===== src/rtl/rca_chunked_add_ctrl_pkg.sv =====
// Shared types and defaults for the chunked ripple-carry add sequencer.
// Imported by the interface, the controller and the chunk adder.
package rca_ctrl_pkg;

  localparam int CHUNK_W_DEF    = 10;
  localparam int NUM_CHUNKS_DEF = 4;

  typedef enum logic [1:0] {
    S_IDLE = 2'd0,
    S_ADD  = 2'd1,
    S_DONE = 2'd2
  } state_e;

endpackage


===== src/rtl/rca_chunked_add_ctrl_if.sv =====
// Operand-request and result handshakes of the chunked adder.
// slave is the sequencer side, master the producer/consumer side.
interface rca_chunked_add_ctrl_if
  import rca_ctrl_pkg::*;
#(
  parameter int CHUNK_W    = CHUNK_W_DEF,
  parameter int NUM_CHUNKS = NUM_CHUNKS_DEF
);

  localparam int W = CHUNK_W * NUM_CHUNKS;

  logic         i_valid;
  logic         o_ready;
  logic [W-1:0] i_add_term1;
  logic [W-1:0] i_add_term2;
  logic         i_carry_in;
  logic         o_valid;
  logic         i_ready;
  logic [W:0]   o_result;
  logic         o_busy;

  modport slave (
    input  i_valid,
    output o_ready,
    input  i_add_term1,
    input  i_add_term2,
    input  i_carry_in,
    output o_valid,
    input  i_ready,
    output o_result,
    output o_busy
  );

  modport master (
    output i_valid,
    input  o_ready,
    output i_add_term1,
    output i_add_term2,
    output i_carry_in,
    input  o_valid,
    output i_ready,
    input  o_result,
    input  o_busy
  );

endinterface


===== src/rtl/rca_chunked_add_ctrl_chunk_adder.sv =====
// Combinational CHUNK_W-bit ripple-carry adder built from full adders.
// Shared by every chunk of the wide addition.
module rca_chunk_adder
  import rca_ctrl_pkg::*;
#(
  parameter int CHUNK_W = CHUNK_W_DEF
) (
  input  logic [CHUNK_W-1:0] a,
  input  logic [CHUNK_W-1:0] b,
  input  logic               cin,
  output logic [CHUNK_W-1:0] sum,
  output logic               cout
);

  logic [CHUNK_W:0] c;

  assign c[0] = cin;

  for (genvar i = 0; i < CHUNK_W; i++) begin : g_fa
    assign sum[i]   = a[i] ^ b[i] ^ c[i];
    assign c[i+1]   = (a[i] & b[i])
                    | (a[i] & c[i])
                    | (b[i] & c[i]);
  end

  assign cout = c[CHUNK_W];

endmodule


===== src/rtl/rca_chunked_add_ctrl.sv =====
// Wide adder that walks operands LSB chunk first through one narrow
// ripple stage, keeping the inter-chunk carry in a register.
module rca_chunked_add_ctrl
  import rca_ctrl_pkg::*;
#(
  parameter int CHUNK_W    = CHUNK_W_DEF,
  parameter int NUM_CHUNKS = NUM_CHUNKS_DEF
) (
  input logic                   i_clk,
  input logic                   i_rst,
  rca_chunked_add_ctrl_if.slave bus
);

  localparam int W  = CHUNK_W * NUM_CHUNKS;
  localparam int IW = (NUM_CHUNKS > 1) ? $clog2(NUM_CHUNKS) : 1;

  localparam logic [1:0] IDLE = 2'(S_IDLE);
  localparam logic [1:0] ADD  = 2'(S_ADD);
  localparam logic [1:0] DONE = 2'(S_DONE);

  logic [1:0]         state;
  logic [IW-1:0]      idx;
  logic               carry;
  logic [W-1:0]       a_q;
  logic [W-1:0]       b_q;
  logic [W:0]         result;

  logic [CHUNK_W-1:0] a_ch;
  logic [CHUNK_W-1:0] b_ch;
  logic [CHUNK_W-1:0] sum;
  logic               cout;
  logic               last;

  always_comb begin
    a_ch = '0;
    b_ch = '0;
    for (int k = 0; k < NUM_CHUNKS; k++) begin
      if (idx == IW'(k)) begin
        a_ch = a_q[k*CHUNK_W +: CHUNK_W];
        b_ch = b_q[k*CHUNK_W +: CHUNK_W];
      end
    end
  end

  assign last = (idx == IW'(NUM_CHUNKS - 1));

  rca_chunk_adder #(
    .CHUNK_W (CHUNK_W)
  ) u_add (
    .a    (a_ch),
    .b    (b_ch),
    .cin  (carry),
    .sum  (sum),
    .cout (cout)
  );

  always_ff @(posedge i_clk) begin
    if (i_rst) begin
      state  <= IDLE;
      idx    <= '0;
      carry  <= 1'b0;
      result <= '0;
      a_q    <= '0;
      b_q    <= '0;
    end else begin
      unique case (1'b1)
        (state == IDLE): begin
          if (bus.i_valid) begin
            a_q   <= bus.i_add_term1;
            b_q   <= bus.i_add_term2;
            carry <= bus.i_carry_in;
            idx   <= '0;
            state <= ADD;
          end
        end
        (state == ADD): begin
          for (int k = 0; k < NUM_CHUNKS; k++) begin
            if (idx == IW'(k)) begin
              result[k*CHUNK_W +: CHUNK_W] <= sum;
            end
          end
          carry <= cout;
          if (last) begin
            result[W] <= cout;
            state     <= DONE;
          end else begin
            idx <= idx + 1'b1;
          end
        end
        (state == DONE): begin
          if (bus.i_ready) begin
            state <= IDLE;
          end
        end
        default: state <= IDLE;
      endcase
    end
  end

  // Handshake outputs decode the state register only
  assign bus.o_ready  = (state == IDLE) && !i_rst;
  assign bus.o_valid  = (state == DONE);
  assign bus.o_busy   = (state == ADD) || (state == DONE);
  assign bus.o_result = result;

endmodule


===== src/flat_wrapper.sv =====
// flat-port wrapper written by rule: the top's interface ports become plain ports
module rca_chunked_add_ctrl_flat import rca_ctrl_pkg::*;
#(
  parameter int CHUNK_W    = CHUNK_W_DEF,
  parameter int NUM_CHUNKS = NUM_CHUNKS_DEF
)
  (i_clk, i_rst, bus_i_valid, bus_o_ready, bus_i_add_term1, bus_i_add_term2, bus_i_carry_in, bus_o_valid, bus_i_ready, bus_o_result, bus_o_busy);
  rca_chunked_add_ctrl_if #(.CHUNK_W(CHUNK_W), .NUM_CHUNKS(NUM_CHUNKS)) bus_i ();
  input logic i_clk;
  input logic i_rst;
  input wire logic [$bits(bus_i.i_valid)-1:0] bus_i_valid;
  output wire logic [$bits(bus_i.o_ready)-1:0] bus_o_ready;
  input wire logic [$bits(bus_i.i_add_term1)-1:0] bus_i_add_term1;
  input wire logic [$bits(bus_i.i_add_term2)-1:0] bus_i_add_term2;
  input wire logic [$bits(bus_i.i_carry_in)-1:0] bus_i_carry_in;
  output wire logic [$bits(bus_i.o_valid)-1:0] bus_o_valid;
  input wire logic [$bits(bus_i.i_ready)-1:0] bus_i_ready;
  output wire logic [$bits(bus_i.o_result)-1:0] bus_o_result;
  output wire logic [$bits(bus_i.o_busy)-1:0] bus_o_busy;
  assign bus_i.i_valid = bus_i_valid;
  assign bus_o_ready = bus_i.o_ready;
  assign bus_i.i_add_term1 = bus_i_add_term1;
  assign bus_i.i_add_term2 = bus_i_add_term2;
  assign bus_i.i_carry_in = bus_i_carry_in;
  assign bus_o_valid = bus_i.o_valid;
  assign bus_i.i_ready = bus_i_ready;
  assign bus_o_result = bus_i.o_result;
  assign bus_o_busy = bus_i.o_busy;
  rca_chunked_add_ctrl #(.CHUNK_W(CHUNK_W), .NUM_CHUNKS(NUM_CHUNKS)) u_core (.i_clk(i_clk), .i_rst(i_rst), .bus(bus_i));
endmodule

===== config.mk =====
export PLATFORM = sky130hd
export DESIGN_NAME = rca_chunked_add_ctrl_flat
export DESIGN_NICKNAME = d
export VERILOG_FILES = /design/src/rtl/rca_chunked_add_ctrl_pkg.sv /design/src/rtl/rca_chunked_add_ctrl_if.sv /design/src/rtl/rca_chunked_add_ctrl_chunk_adder.sv /design/src/rtl/rca_chunked_add_ctrl.sv /design/src/flat_wrapper.sv
export SDC_FILE = /design/constraint.sdc
export NUM_CORES = 1
export LEC_CHECK = 0
export BUFFER_PORTS_ARGS = -buffer_cell sky130_fd_sc_hd__buf_2
export CORE_UTILIZATION = 45
export CTS_BUF_LIST = sky130_fd_sc_hd__clkbuf_4
export DETAILED_ROUTE_END_ITERATION = 7
export GPL_ROUTABILITY_DRIVEN = 0
export GPL_TIMING_DRIVEN = 1
export PLACE_DENSITY = 0.69
export SLEW_MARGIN = 20
export SYNTH_ARGS = -nofsm -noshare
export SYNTH_HDL_FRONTEND = slang
export SYNTH_SLANG_ARGS = --single-unit

===== constraint.sdc =====
create_clock -name i_clk -period 9.15 [get_ports i_clk]
set_clock_uncertainty 0.05 [all_clocks]
set_input_delay 0.4575 -clock i_clk [delete_from_list [all_inputs] [get_ports i_clk]]
set_output_delay 0.4575 -clock i_clk [all_outputs]
set_load 0.03 [all_outputs]

# After elaboration in Yosys (flattened, before gate mapping)
# Cells that the tools add are included.
[word_totals]
ff_bits = 126
out_inout_bits = 44
[op_classes]
add_sub_neg = 1
n_eq_ne = 9
n_mux = 17
n_bitwise = 70
reduce_logical = 14
[ops]
columns = ["operator", "n"]
rows = [
  ["2-to-1 mux 10 bit", 8],
  ["AND 1 bit", 30],
  ["OR 1 bit", 20],
  ["bitwise XOR 1 bit", 20],
  ["AND reduction 2 bit", 6],
  ["2-to-1 mux 2 bit", 5],
  ["== test 2 bit, second input constant", 3],
  ["case mux 2 bit (3 select lines)", 1],
  ["AND reduction 3 bit", 2],
  ["== test 2 x 1 -> 1 bit, second input constant", 2],
  ["logical NOT 2 bit", 2],
  ["inequality test 2 x 1 -> 1 bit, second input constant", 2],
  ["inequality test 2 bit, second input constant", 2],
  ["case mux 2 bit (2 select lines)", 1],
  ["adder 2 x 1 -> 2 bit, second input constant", 1],
  ["case mux 1 bit (2 select lines)", 1],
  ["nonzero test 2 bit", 1],
  ["logical AND 1 bit", 1],
  ["logical NOT 1 bit", 1],
  ["logical OR 1 bit", 1],
  ["2-to-1 mux 1 bit", 1],
]

# Longest topological paths before layout
[logic_depth]
ltp_word = 36
ltp_mapped = 22

# Hierarchy
# Synthesis repeated with hierarchy kept, for this count alone.
[unflattened]
hier_cells = 731
hier_area_um2 = 5504.0
[modules_own_cells]
columns = ["module", "instances", "cells_per_inst", "area_per_inst_um2", "seq_area_each_um2"]
rows = [
  ["rca_chunked_add_ctrl", 1, 711, 5266.3, 2522.4],
  ["rca_chunk_adder", 1, 20, 237.7, 0.0],
]

# Least setup slack after synthesis
# Ideal clock, no wire load.
[synth_timing]
kind = "reg-to-reg"
start = "register u_core.idx[0]"
end = "register u_core.result[19] (netlist: u_core.bus.o_result[19])"
setup_time_ns = 0.086
t_arrival_ns = 5.295
setup_slack_ns = 3.720
stages_incl_launch_ff = 21
path_cell_list = "dfxtp_1 -> inv_1 -> ha_1 -> clkbuf_1 -> clkbuf_1 -> a21oi_1 -> o21ai_0 -> a22oi_1 -> fa_1 -> inv_1 -> fa_1 -> fa_1 -> fa_1 -> fa_1 -> fa_1 -> fa_1 -> fa_1 -> fa_1 -> inv_1 -> fa_1 -> a211oi_1"
[synth_via]
elab_chain_len = 33
[synth_lines]
columns = ["item", "line", "source"]
rows = [
  ["start, declared", "rca_chunked_add_ctrl.sv:22", "logic [IW-1:0] idx;"],
  ["start signal, assigned", "rca_chunked_add_ctrl.sv:87", "idx <= idx + 1'b1;"],
  ["logical NOT 2 bit", "rca_chunked_add_ctrl.sv:38", "if (idx == IW'(k)) begin"],
  ["2-to-1 mux 10 bit (4 in a row)", "rca_chunked_add_ctrl.sv:38", ""],
  ["AND 1 bit, on equally long branches", "rca_chunked_add_ctrl_chunk_adder.sv:21, rca_chunked_add_ctrl_chunk_adder.sv:22", ""],
  ["OR 1 bit", "rca_chunked_add_ctrl_chunk_adder.sv:22", "| (a[i] & c[i])"],
  ["OR 1 bit", "rca_chunked_add_ctrl_chunk_adder.sv:23", "| (b[i] & c[i]);"],
  ["AND 1 bit", "rca_chunked_add_ctrl_chunk_adder.sv:22", ""],
  ["OR 1 bit", "rca_chunked_add_ctrl_chunk_adder.sv:22", ""],
  ["OR 1 bit", "rca_chunked_add_ctrl_chunk_adder.sv:23", ""],
  ["(+14 left out)", "--", ""],
  ["OR 1 bit", "rca_chunked_add_ctrl_chunk_adder.sv:23", ""],
  ["AND 1 bit", "rca_chunked_add_ctrl_chunk_adder.sv:22", ""],
  ["OR 1 bit", "rca_chunked_add_ctrl_chunk_adder.sv:22", ""],
  ["OR 1 bit", "rca_chunked_add_ctrl_chunk_adder.sv:23", ""],
  ["AND 1 bit", "rca_chunked_add_ctrl_chunk_adder.sv:22", ""],
  ["OR 1 bit", "rca_chunked_add_ctrl_chunk_adder.sv:22", ""],
  ["OR 1 bit", "rca_chunked_add_ctrl_chunk_adder.sv:23", ""],
  ["bitwise XOR 1 bit", "rca_chunked_add_ctrl_chunk_adder.sv:20", "assign sum[i] = a[i] ^ b[i] ^ c[i];"],
  ["end signal, assigned by index", "rca_chunked_add_ctrl.sv:79", "result[k*CHUNK_W +: CHUNK_W] <= sum;"],
  ["end signal, assigned by index", "rca_chunked_add_ctrl.sv:84", "result[W] <= cout;"],
  ["end, declared", "rca_chunked_add_ctrl.sv:26", "logic [W:0] result;"],
]
# Parallel ways exist; a longest one is shown, timed or not.
# A chain may end at the register's enable or synchronous reset.

# Worst setup path after layout
[layout_timing]
start = "register u_core.idx[1]"
end = "register u_core.result[19] (netlist: u_core.bus.o_result[19])"
# Same word-level chain as after synthesis.

==> impl_metrics.env <==
export IMPL_rr_endpoint="u_core.bus.o_result[19]$_SDFFE_PP0P_"
export IMPL_cts_sinks=126
export IMPL_numCtsBuffers=17
export IMPL_post_cts_resized=0
export IMPL_fmax_mhz=172.0
export IMPL_fin_nets=916
export IMPL_synth_area_leader_cell="dfxtp_1"
export IMPL_antenna_found_initial=0
export IMPL_grt_pass1_vias=4676
export IMPL_syn_mean_instance_area_um2=7.565
export IMPL_rsz0062_at_grt="false"
export IMPL_via_per_inst=5.246
export IMPL_worst_slew_pin_slew_ps=759.4
export IMPL_syn_num_nets=819
export IMPL_route_vias_total=5083
export IMPL_post_cts_setup_buffers=0
export IMPL_tritoncts="built"
export IMPL_r2r_cells=17
export IMPL_finalSetupTns_ps=0
export IMPL_wl_per_cell_um=14.63
export IMPL_multi_input_area_mm2=0.002571
export IMPL_layout_commonest_cell="nand2_1"
export IMPL_cp_cell_sequence="inv_1 -> ha_2 -> o21ai_0 -> a22oi_1 -> fa_1 -> inv_1 -> fa_1 -> fa_1 -> fa_1 -> fa_1 -> fa_1 -> fa_1 -> fa_1 -> fa_1 -> inv_1 -> fa_1 -> a211oi_1"
export IMPL_port_buffers=128
export IMPL_worst_path_max_delay_cell="ha_2"
export IMPL_fin_crit_ps=5813
export IMPL_die_h_um=111.8
export IMPL_synth_area_leaders="dfxtp_1 (47%), nand2_1 (17%), a21oi_1 (14%)"
export IMPL_clk_transition_reported_paths_ps=110
export IMPL_core_mm2=0.01156
export IMPL_layout_drive_gt1_share_pct=20.22
export IMPL_clockBufferDepth=2
export IMPL_grt_pass1_wl_mm=22.80
export IMPL_start_util_pct=46.90
export IMPL_synth_cells=717
export IMPL_ys_seq_area_share_pct=46.51
export IMPL_root_buffer="clkbuf_4"
export IMPL_reg2reg_from="u_core.idx[1]$_SDFFE_PP0P_"
export IMPL_grt_overflow=0
export IMPL_final_cells=969
export IMPL_grt_use_total_pct=23.29
export IMPL_timing_hold_violations_final=0
export IMPL_syn_area_mm2=0.005424
export IMPL_synth_distinct_cells=31
export IMPL_p_per_area_mw_per_mm2=187.9
export IMPL_area_growth_pct=16.63
export IMPL_ant_nets=0
export IMPL_finalMaxSlewViolations=0
export IMPL_power_leakage_nw=2.587
export IMPL_ioPinCount=129
export IMPL_max_slew_margin_pct=49.37
export IMPL_htreeDepth=4
export IMPL_max_stage_delay_ps=610
export IMPL_synth_seq_cells=126
export IMPL_postCtsHoldBufs=0
export IMPL_fillers=1100
export IMPL_min_period_over_period_pct=63.53
export IMPL_dpl_hpwl_mm=10.15
export IMPL_finalSetupViolations=0
export IMPL_hold_start="bus_i_add_term2[4]"
export IMPL_register_area_mm2=0.002522
export IMPL_ff2ff_setup_slack_ps=3340
export IMPL_antennaDiodeCount=0
export IMPL_ir_drop_mv=0.07563
export IMPL_wirelength_mm=14.18
export IMPL_cp_common_cell="fa_1"
export IMPL_drt_iter0_markers=348
export IMPL_holdPathStages=3
export IMPL_die_x_um=111.8
export IMPL_hold_class="in2reg"
export IMPL_layout_common_cells="nand2_1 (250), a21oi_1 (154), buf_2 (127)"
export IMPL_start_kind="flop"
export IMPL_status="finished, violations left"
export IMPL_drv_cap=0
export IMPL_placedCellCount=938
export IMPL_drc=10
export IMPL_grt_max_degree=70
export IMPL_critPathLaunch="u_core.idx[1]$_SDFFE_PP0P_"
export IMPL_worstPathArrival_ps=6200
export IMPL_yosysWarnings=0
export IMPL_hold_end="u_core.b_q[4]$_SDFFE_PP0P_"
export IMPL_yosysTopAreaCellShare_pct=46.51
export IMPL_rows=39
export IMPL_cp_max_fo=42
export IMPL_drt_pass1_iter_count=7
export IMPL_path_class="reg2reg"
export IMPL_end_kind="flop"
export IMPL_dieArea_mm2=0.01250
export IMPL_cp_data_required_time_ps=9540
export IMPL_clock_latency_ps=520
export IMPL_violations="design-rule violations"
[report_power, final]
part           switching, mW  internal (mW)
Combinational          0.141         0.0755
Sequential            0.0215          0.583
Clock                  0.204          0.164
Total                  0.366          0.822
[cell type report]
class | count | share of cell area (%)
clock buffers | 19 | 2.255
repair buffers | 133 | 10.76
multi-input cells | 507 | 40.64
clock inverters | 12 | 1.919
flip-flops and latches | 126 | 39.87
inverters | 29 | 1.721
well taps | 143 | 2.828
[cells by family (layout without fill, tap and decap cells)]
family	Yosys count	count (layout)	synth area share, %
compound gates	211	211	21.48
simple gates	278	278	20.32
mux	1	1	0.1846
buf+inv	84	193	6.205
fa+ha+maj	17	17	5.306
flops	126	126	46.51
[synth_stat cells]
cell type,instances
nand3b_1,2
or4b_1,1
inv_1,29
nand2b_1,1
a31oi_1,1
a211oi_1,10
nor3_1,2
clkbuf_1,43
o22ai_1,1
and2_1,5
buf_2,11
o21ai_0,20
a22o_1,16
nand2_1,251
or3b_2,1
dfxtp_1,126
nor2b_1,3
a21o_1,1
o31ai_1,2
ha_1,7
nor2_1,9
buf_6,1
mux2i_1,1
a22oi_1,4
o311ai_1,1
a21oi_1,154
nor2b_4,1
nand3_1,1
fa_1,10
o21ai_1,1
nor3b_1,1
[state kept, by name, indices dropped and copies added, names as in the netlist]
name	cells
u_core.carry	1
u_core.idx	2
u_core.bus.o_result	41
u_core.state	2
u_core.b_q	40
u_core.a_q	40
[worst max-delay path, delay by kind of cell, from the launching register on]
family | cells | cell delay, ps
buffers and inverters | 3 | 220
adders and majority gates | 11 | 4440
AOI/OAI and AO/OA | 3 | 630
DFF | 1 | 370
[worst max-delay path by stage]
stage	slack, ps	endpoint
2_1_floorplan	3720	u_core.bus.o_result[19]$_SDFFE_PP0P_
3_3_place_gp	3170	u_core.bus.o_result[29]$_SDFFE_PP0P_
3_5_place_dp	2980	u_core.bus.o_result[39]$_SDFFE_PP0P_
4_1_cts	2950	u_core.bus.o_result[19]$_SDFFE_PP0P_
5_1_grt	3070	u_core.bus.o_result[19]$_SDFFE_PP0P_
6_report	3340	u_core.bus.o_result[19]$_SDFFE_PP0P_
[stage by stage]
stage          area [um^2]  hold slack (ps)  setup WS, ps  total power [mW]  util [%]
3_3_place_gp          6060            391.9          3172            0.8264     52.40
4_1_cts               6324            82.92          2952             1.195     54.68
2_1_floorplan         5424            386.3          3720            0.7628         -
5_1_grt               6326            53.77          3067             1.247     54.70
6_report              6326            108.1          3337             1.189     54.70
3_5_place_dp          6060            394.1          2979            0.8324     52.40
[layer usage]
layer  up-vias  track usage [%]  share of wire, %
met3        25            4.409               6.5
met4         0            9.099               2.1
met5         -                0                 0
met1      2320            32.46                47
met2       191            35.61                45
li1       2547                -                 -
Note: power is estimated with default switching activity, not from simulation.
